<file path="src/rtl/multicycle_control_unit.sv">
// Instruction-sequencing FSM for the multi-cycle 16-bit RISC core.
// Holds IR, walks FETCH/DECODE/EXEC/MEM/WB and drives register-file, ALU, memory and PC controls.
module multicycle_control_unit #(
  parameter int TIMEOUT = 15
) (
  input  logic        clk,
  input  logic        reset,
  input  logic [15:0] mem_data,
  input  logic        mem_ready,
  input  logic        zero,
  output logic [2:0]  state,
  output logic        mem_req,
  output logic        mem_we,
  output logic        mem_is_fetch,
  output logic        pc_wr,
  output logic [1:0]  pc_src,
  output logic [2:0]  addr1,
  output logic [2:0]  addr2,
  output logic [2:0]  addr3,
  output logic        RegWr,
  output logic        wb_sel,
  output logic [1:0]  alu_op,
  output logic        alu_src_b,
  output logic [15:0] imm,
  output logic        illegal,
  output logic        bus_error
);

  localparam int CW = $clog2(TIMEOUT + 1);
  localparam logic [CW-1:0] LIMIT = CW'(TIMEOUT);

  localparam logic [3:0] OP_AND  = 4'd0;
  localparam logic [3:0] OP_ADD  = 4'd1;
  localparam logic [3:0] OP_SUB  = 4'd2;
  localparam logic [3:0] OP_ADDI = 4'd3;
  localparam logic [3:0] OP_ANDI = 4'd4;
  localparam logic [3:0] OP_LW   = 4'd5;
  localparam logic [3:0] OP_SW   = 4'd6;
  localparam logic [3:0] OP_BEQ  = 4'd7;
  localparam logic [3:0] OP_JMP  = 4'd8;

  typedef enum logic [2:0] {
    FETCH  = 3'd0,
    DECODE = 3'd1,
    EXEC   = 3'd2,
    MEM    = 3'd3,
    WB     = 3'd4
  } state_t;

  state_t          st;
  logic [15:0]     ir;
  logic [CW-1:0]   wait_cnt;
  logic [3:0]      op;
  logic            is_rtype;
  logic            is_illegal;
  logic            timed_out;

  assign op         = ir[15:12];
  assign is_rtype   = (op == OP_AND) || (op == OP_ADD) || (op == OP_SUB);
  assign is_illegal = (op > OP_JMP);
  // Completion on the limit cycle wins over the timeout.
  assign timed_out  = (wait_cnt == LIMIT) && !mem_ready;

  always_ff @(posedge clk) begin
    if (reset) begin
      st       <= FETCH;
      ir       <= '0;
      wait_cnt <= '0;
    end else begin
      case (st)
        FETCH: begin
          if (mem_ready) begin
            ir       <= mem_data;
            st       <= DECODE;
            wait_cnt <= '0;
          end else if (timed_out) begin
            wait_cnt <= '0;
          end else begin
            wait_cnt <= wait_cnt + CW'(1);
          end
        end
        DECODE: st <= ((op == OP_JMP) || is_illegal) ? FETCH : EXEC;
        EXEC: begin
          if (op == OP_BEQ)                       st <= FETCH;
          else if ((op == OP_LW) || (op == OP_SW)) st <= MEM;
          else                                     st <= WB;
        end
        MEM: begin
          if (mem_ready) begin
            st       <= (op == OP_LW) ? WB : FETCH;
            wait_cnt <= '0;
          end else if (timed_out) begin
            st       <= FETCH;
            wait_cnt <= '0;
          end else begin
            wait_cnt <= wait_cnt + CW'(1);
          end
        end
        WB:      st <= FETCH;
        default: st <= FETCH;
      endcase
    end
  end

  // Moore decode of state and IR; only FETCH/BEQ pc_wr and the timeout look at inputs.
  always_comb begin
    state        = st;
    mem_req      = 1'b0;
    mem_we       = 1'b0;
    mem_is_fetch = 1'b0;
    pc_wr        = 1'b0;
    pc_src       = 2'd0;
    RegWr        = 1'b0;
    wb_sel       = 1'b0;
    alu_op       = 2'd0;
    alu_src_b    = 1'b0;
    illegal      = 1'b0;
    bus_error    = 1'b0;
    addr1        = ir[8:6];
    addr2        = is_rtype ? ir[5:3] : ir[11:9];
    addr3        = ir[11:9];
    imm          = (op == OP_JMP) ? {4'd0, ir[11:0]} : {{10{ir[5]}}, ir[5:0]};
    case (st)
      FETCH: begin
        mem_req      = 1'b1;
        mem_is_fetch = 1'b1;
        pc_wr        = mem_ready;
        bus_error    = timed_out;
      end
      DECODE: begin
        if (op == OP_JMP) begin
          pc_wr  = 1'b1;
          pc_src = 2'd2;
        end else if (is_illegal) begin
          illegal = 1'b1;
        end
      end
      EXEC: begin
        alu_src_b = (op >= OP_ADDI) && (op <= OP_SW);
        if ((op == OP_SUB) || (op == OP_BEQ))       alu_op = 2'd1;
        else if ((op == OP_AND) || (op == OP_ANDI)) alu_op = 2'd2;
        if (op == OP_BEQ) begin
          pc_src = 2'd1;
          pc_wr  = zero;
        end
      end
      MEM: begin
        mem_req   = 1'b1;
        mem_we    = (op == OP_SW);
        bus_error = timed_out;
      end
      WB: begin
        RegWr  = 1'b1;
        wb_sel = (op == OP_LW);
      end
      default: ;
    endcase
    // Reset forces a quiet bus so an aborted instruction never writes anything.
    if (reset) begin
      state        = 3'd0;
      mem_req      = 1'b0;
      mem_we       = 1'b0;
      mem_is_fetch = 1'b1;
      pc_wr        = 1'b0;
      pc_src       = 2'd0;
      RegWr        = 1'b0;
      wb_sel       = 1'b0;
      alu_op       = 2'd0;
      alu_src_b    = 1'b0;
      illegal      = 1'b0;
      bus_error    = 1'b0;
      addr1        = 3'd0;
      addr2        = 3'd0;
      addr3        = 3'd0;
      imm          = 16'd0;
    end
  end

endmodule

</file>
<file path="config.mk">
export PLATFORM = sky130hd
export DESIGN_NAME = multicycle_control_unit
export DESIGN_NICKNAME = d
export VERILOG_FILES = /design/src/rtl/multicycle_control_unit.sv
export SDC_FILE = /design/constraint.sdc
export NUM_CORES = 1
export LEC_CHECK = 0
export CAP_MARGIN = 20
export CORE_MARGIN = 5
export CORE_UTILIZATION = 42
export DETAILED_ROUTE_END_ITERATION = 10
export MAX_ROUTING_LAYER = met4
export PLACE_DENSITY_LB_ADDON = 0.15
export SLEW_MARGIN = 25
export SYNTH_ARGS = -nofsm -noshare
export SYNTH_HDL_FRONTEND = slang
export SYNTH_SLANG_ARGS = --single-unit
</file>
<file path="constraint.sdc">
create_clock -name clk -period 2.1 [get_ports clk]
set_clock_uncertainty 0.1 [all_clocks]
set_input_delay 0.42 -clock clk [delete_from_list [all_inputs] [get_ports clk]]
set_output_delay 0.42 -clock clk [all_outputs]
set_load 0.03 [all_outputs]
</file>
=== Word level (Yosys, flattened, before mapping) ===
Cells that the tools add are included.

* Register bits: 23
* Latch bits: 0
* Bits in writable memories: 0
* ROM bits: 0
* Input port bits: 20
* Output and inout bits: 41
* Logic and storage cells: 82
* Memories kept: 0

* $add $sub $neg: 1
* Multipliers: 0
* Divide/modulo/power cells: 0
* $lt $le $gt $ge: 3
* Equal/unequal tests: 14
* Shift-type cells: 0
* Mux-type cells: 47
* Bitwise logic cells: 0
* Reductions and logical operators: 14

{| class="wikitable"
|+ Operators with widths
! cell !! number
|-
| 3-bit two-way mux || 11
|-
| 16-bit two-way mux || 2
|-
| 1-bit two-way mux || 22
|-
| 4-bit by 3-bit == test with 1-bit output, second input constant || 4
|-
| 2-bit two-way mux || 7
|-
| 3-bit case mux with 4 select lines || 1
|-
| 4-bit == test, second input constant || 2
|-
| 4-bit two-way mux || 2
|-
| 3-bit by 2-bit == test with 1-bit output, second input constant || 2
|-
| 1-bit logical OR || 6
|-
| 4-bit by 1-bit adder with 4-bit output, second input constant || 1
|-
| 4-bit by 1-bit == test with 1-bit output, second input constant || 1
|-
| 4-bit by 2-bit == test with 1-bit output, second input constant || 1
|-
| 4-bit by 2-bit >= comparator with 1-bit output, second input constant || 1
|-
| 4-bit greater-than comparator, second input constant || 1
|-
| 4-bit by 3-bit <= comparator with 1-bit output, second input constant || 1
|-
| 4-bit logical NOT || 1
|-
| 2-bit case mux with 2 select lines || 1
|-
| 2-bit AND reduction || 2
|-
| 3-bit by 1-bit == test with 1-bit output, second input constant || 1
|-
| 3-bit == test, second input constant || 1
|-
| 3-bit logical NOT || 1
|-
| 3-bit != test, second input constant || 1
|-
| 1-bit case mux with 3 select lines || 1
|-
| 4 further kinds || 5
|}

=== Longest topological paths before layout ===
* Word-level depth: 6
* Depth in mapped cells: 5
* Gate-level depth less buffers: 4

=== Worst setup path before layout ===
Ideal clock, no wire load.

* Path type: register to output
* Start point: register st[2]
* End point: output port wb_sel
* Arrival: 2,939 ps
* Path slack: -1,359 ps
* Cell stages (with the launch flop): 5
* Buffers on the path: 1
* Cell sequence: dfxtp_1 -> buf_2 -> nor2b_1 -> nor3b_1 -> nor4bb_1

* Cells in the longest elaborated chain, start to end: 3

{| class="wikitable"
|+ Ends and longest elaborated chain
! what !! RTL line !! source
|-
| start: declaration || 50 || <nowiki>state_t st;</nowiki>
|-
| start signal: assignment || 82 || <nowiki>DECODE: st <= ((op == OP_JMP) || is_illegal) ? FETCH : EXEC;</nowiki>
|-
| start signal: assignment || 90 || <nowiki>st <= (op == OP_LW) ? WB : FETCH;</nowiki>
|-
| 3-bit == test || 123 || <nowiki>case (st)</nowiki>
|-
| 1-bit two-way mux || 123 ||
|-
| 1-bit two-way mux || 159 || <nowiki>if (reset) begin</nowiki>
|-
| end: declaration || 21 || <nowiki>output logic wb_sel,</nowiki>
|}

No other way between the ends.

=== Final worst setup path ===
* Start point: register ir[13]
* End point: output port addr2[2]

* Cells in the longest elaborated chain, start to end: 5
* Elaborated cells between the ends (all ways): 7
* Classes of those cells: eq/ne (2); mux (2); reduce/logical (3)

{| class="wikitable"
|+ Ends and longest elaborated chain
! what !! RTL line !! source
|-
| start: declaration || 51 || <nowiki>logic [15:0] ir;</nowiki>
|-
| start signal: assignment || 73 || <nowiki>ir <= mem_data;</nowiki>
|-
| 4-bit by 1-bit == test with 1-bit output / 4-bit logical NOT (equally long branches) || 59 || <nowiki>assign is_rtype = (op == OP_AND) || (op == OP_ADD) || (op == OP_SUB);</nowiki>
|-
| 1-bit logical OR || 59 ||
|-
| 1-bit logical OR (*) || 59 ||
|-
| 3-bit two-way mux (*) || 120 || <nowiki>addr2 = is_rtype ? ir[5:3] : ir[11:9];</nowiki>
|-
| 3-bit two-way mux (*) || 159 ||
|-
| end: declaration || 18 || <nowiki>output logic [2:0] addr2,</nowiki>
|}

Mark *: on every way between the ends. The rest lies on a longest branch, timed or not.

==> results.txt <==
The initial DRC count came out at 101. The worst-margin pin slew is 313 ps. The leakage dissipation is 1.00 nW. The floorplan has 21 rows. Counting every instance in the synthesized netlist gives 197. The worst setup path is launched from a register. The tool flagged a number of max-cap violations equal to 0. The worst setup path is captured at an output port. The buffer cell driving the clock tree root is sky130_fd_sc_hd__clkbuf_4. For this design, the slowest cell found on the critical path is sky130_fd_sc_hd__dfxtp_4. The share of total power dissipated in combinational logic is around 37%. The mean number of vias per cell is 5.06. The most common cell in the synthesized netlist is sky130_fd_sc_hd__nand2_1. The global-route total usage across every layer came out at between 10% and 20%.

The via total after detailed routing came out at 1635. The fraction of power consumed by the clock network came out at ~18%. The count of buffers inserted at the top-level ports came out at 60. The proportion of synthesized chip area in sequential cells is 32.0%. The most numerous cell type found on the critical path is sky130_fd_sc_hd__buf_4. The largest vdd supply drop came out at 0.363 mV. The final wirelength is around 4.1 mm.

The count of endpoints failing hold in the final timing report is 0. The type of the worst setup path is reg2out. The total I/O pin count is 61.

The number of antenna-violating nets in the routed design came out at 0. In the final layout, the share of cells above drive strength 1 is around 44%. The total congestion overflow is 0.

The die outline width came out at 68.5 microns. The number of remaining DRC errors is 0. The number of buffers added by the clock tree synthesis step came out at 3. The synthesized netlist net count is 218.

The max-slew headroom at the worst pin came out at 78.8%. The register share of total power is between 40% and 50%. The maximum fanout encountered on the critical timing path is 4. The combined buffer and inverter count along the critical path came out at 4. The cell family contributing the most delay on the critical path is buffers and inverters. In the synthesized netlist, the cells that appear most often are sky130_fd_sc_hd__nand2_1 (45), sky130_fd_sc_hd__a21oi_1 (26), sky130_fd_sc_hd__dfxtp_1 (23). The tree built by TritonCTS fans out to 23 sinks. The number of antenna violations at the first check in global routing came out at 0. The first-pass iteration count of the detailed router is 4. The layout has about 270 filler cells. Hold repair after CTS inserted 0 buffers.

The finished cells cover 2430 sq um. The number of library cell types mapped by synthesis came out at 43. The switching power is roughly 0.38 mW.

The cell-internal power came out at 0.734 mW. The required time at the worst-slack endpoint is 1580 ps. The area of the placeable core is around 3300 sq um. The warning count from the yosys run is 0.

The max-slew violation count came out at 0. In the synthesized netlist the dominant register cell turns out to be sky130_fd_sc_hd__dfxtp_1. In this run the cell area of the synthesized design comes to 1440 sq um. The average routed wire per standard cell is 12.8 microns. 0 antenna diodes ended up in the layout.

The checks that failed: setup timing. The most area-hungry cell type in the Yosys netlist is sky130_fd_sc_hd__dfxtp_1. The level count of the clock H-tree came out at 1. The mean post-synth cell area is 7.30 sq um. In this run the power density over the cells is 458 nW/um^2. The run finished, with violations left. The wire length of the first global-routing pass came out at 6.35 mm. The floorplan die area is 4690 sq um.

The clock edge transition at the registers on the reported setup and hold paths is between 100 and 150 ps. STA puts the critical path data arrival time at between 1500 and 2000 ps. The initial core utilization is between 40 and 50%. Once routing completed, OpenROAD measured the worst setup slack at -184 ps.

Of the available clock period, the critical path in the final layout requires 109%. The accumulated negative setup slack is -1150 ps. The fraction of post-synthesis cell area in the top cell type by area came out at about 32%. The routability congestion estimate came out at 0.872.

The critical path goes through buf_4 > buf_6 > a211oi_2 > buf_4 > mux2i_1 > nor2_1 > buf_4. The final critical path time including I/O delays and setup came out at 2280 ps. The register bit total from synthesis came out at 23. The highest clock rate came out at 438 MHz. The maximum number of pins on one net before global-route repair is 29. The async set-or-reset flop fraction in the synthesized netlist came out at 0%.

The min-delay analysis places its worst path in the category reg2reg. The die span in y came out at 68.5 microns. The worst stage delay on the critical path is roughly 380 ps. The number of global-route vias before repair is ~1400. After legalization and detailed placement, the total HPWL measured approximately 3 mm. TritonCTS built the clock tree. The switching power as a share of total power came out at ~34%. Setup repair after global routing could not meet its margin everywhere. The worst-case register-to-register setup slack is 270 ps. Setup violations remaining at the end of the flow were counted as 15. In this run, synthesis inferred 0 flip-flops with an integrated enable. The total number of nets in the final design is 299. The cell area reported after detailed placement came out at 2160 sq um. The area growth from synthesis to layout is 68.8%. The maximum buffer depth of the clock tree is 2.

The clock latency of the later-clocked register in the worst-skew pair is 310 ps. Ranked by total cell area, the synthesized netlist is headed by sky130_fd_sc_hd__dfxtp_1 (32%), sky130_fd_sc_hd__nand2_1 (12%), sky130_fd_sc_hd__a21oi_1 (9.1%), sky130_fd_sc_hd__nor2b_1 (7.4%), sky130_fd_sc_hd__or4b_1 (2.8%).
[area by class of cell]
class | count | area [sq um] | share of cell area, %
sequential | 23 | 474 | 19.5
timing repair buffer | 95 | 812 | 33.5
multi-input combinational | 151 | 1040 | 42.9
clock buffer | 3 | 22.5 | 0.928
clock inverter | 1 | 5.00 | 0.206
inverter | 4 | 15.0 | 0.619
tap | 46 | 57.6 | 2.37
[state kept, by name, indices dropped and copies added (netlist names)]
name / count
wait_cnt: 4
ir: 16
st: 3
[cell usage in the layout, fill, tap and decap left out, drive strengths merged, types with 4 or more instances in the layout]
cell type      count
nor2              10
inv                4
o21ai              4
buf               76
clkdlybuf4s50     18
a21oi             26
dfxtp             23
nor3               5
or4b               4
nor2b             17
nand2             45
[power groups by stage]
stage | Sequential (mW) | Combinational (mW) | Clock (mW)
after floorplan | 0.488 | 0.227 | 0
after global placement | 0.496 | 0.362 | 0
after detailed placement | 0.497 | 0.362 | 0
after CTS | 0.490 | 0.400 | 0.214
after global routing | 0.499 | 0.445 | 0.229
final | 0.494 | 0.414 | 0.203
[kinds of logic (layout without fill, tap and decap cells)]
group	Yosys count	after routing	synth area share (%)
multiplexers	3	3	2.09
AO/OA/AOI/OAI	41	41	17.5
AND/OR/NAND/NOR	103	103	38.2
adder cells (fa/ha/maj)	1	1	0.870
XOR/XNOR	3	3	1.83
flip-flops	23	23	32.0
buffers and inverters	23	103	7.49
[timing repair]
action                     in CTS  in global routing
pin swaps                      13                  5
setup endpoints to repair      34                 21
buffers inserted                8                  2
gates resized for setup        37                 12
[through the flow]
stage / cells / hold slack, ps / total power, mW / setup WS, ps / util (%)
after floorplan: 197 / 332 / 0.715 / -288 / -
after global placement: 309 / 340 / 0.858 / -171 / 64.6
after detailed placement: 309 / 345 / 0.859 / -186 / 64.6
after CTS: 321 / 363 / 1.10 / -147 / 70.7
after global routing: 323 / 385 / 1.17 / -252 / 72.7
final: 323 / 359 / 1.11 / -184 / 72.7
[metal layers]
metal | track usage (%) | wire length [microns] | up-vias
met3 | 2.76 | 236 | 2
met1 | 23.8 | 1940 | 750
met2 | 28.5 | 1940 | 45
li1 | - | - | 838
met5 | - | 0 | -
met4 | 4.47 | 17 | 0
[worst paths after layout]
kind | from | endpoint | cells past startpoint
setup / recovery | ir[13] | addr2[2] | 7
hold / removal | ir[0] | ir[0] | 2
setup reg to reg | ir[15] | st[2] | 4
hold reg to reg | ir[0] | ir[0] | 2
[worst register-to-register path, stage by stage (launching register included)]
cell	delay (ps)
sky130_fd_sc_hd__dfxtp_2	370
sky130_fd_sc_hd__buf_4	150
sky130_fd_sc_hd__nand2b_2	230
sky130_fd_sc_hd__or4b_1	530
sky130_fd_sc_hd__a2111oi_2	360
No activity file was read; power rests on OpenSTA's default activity.
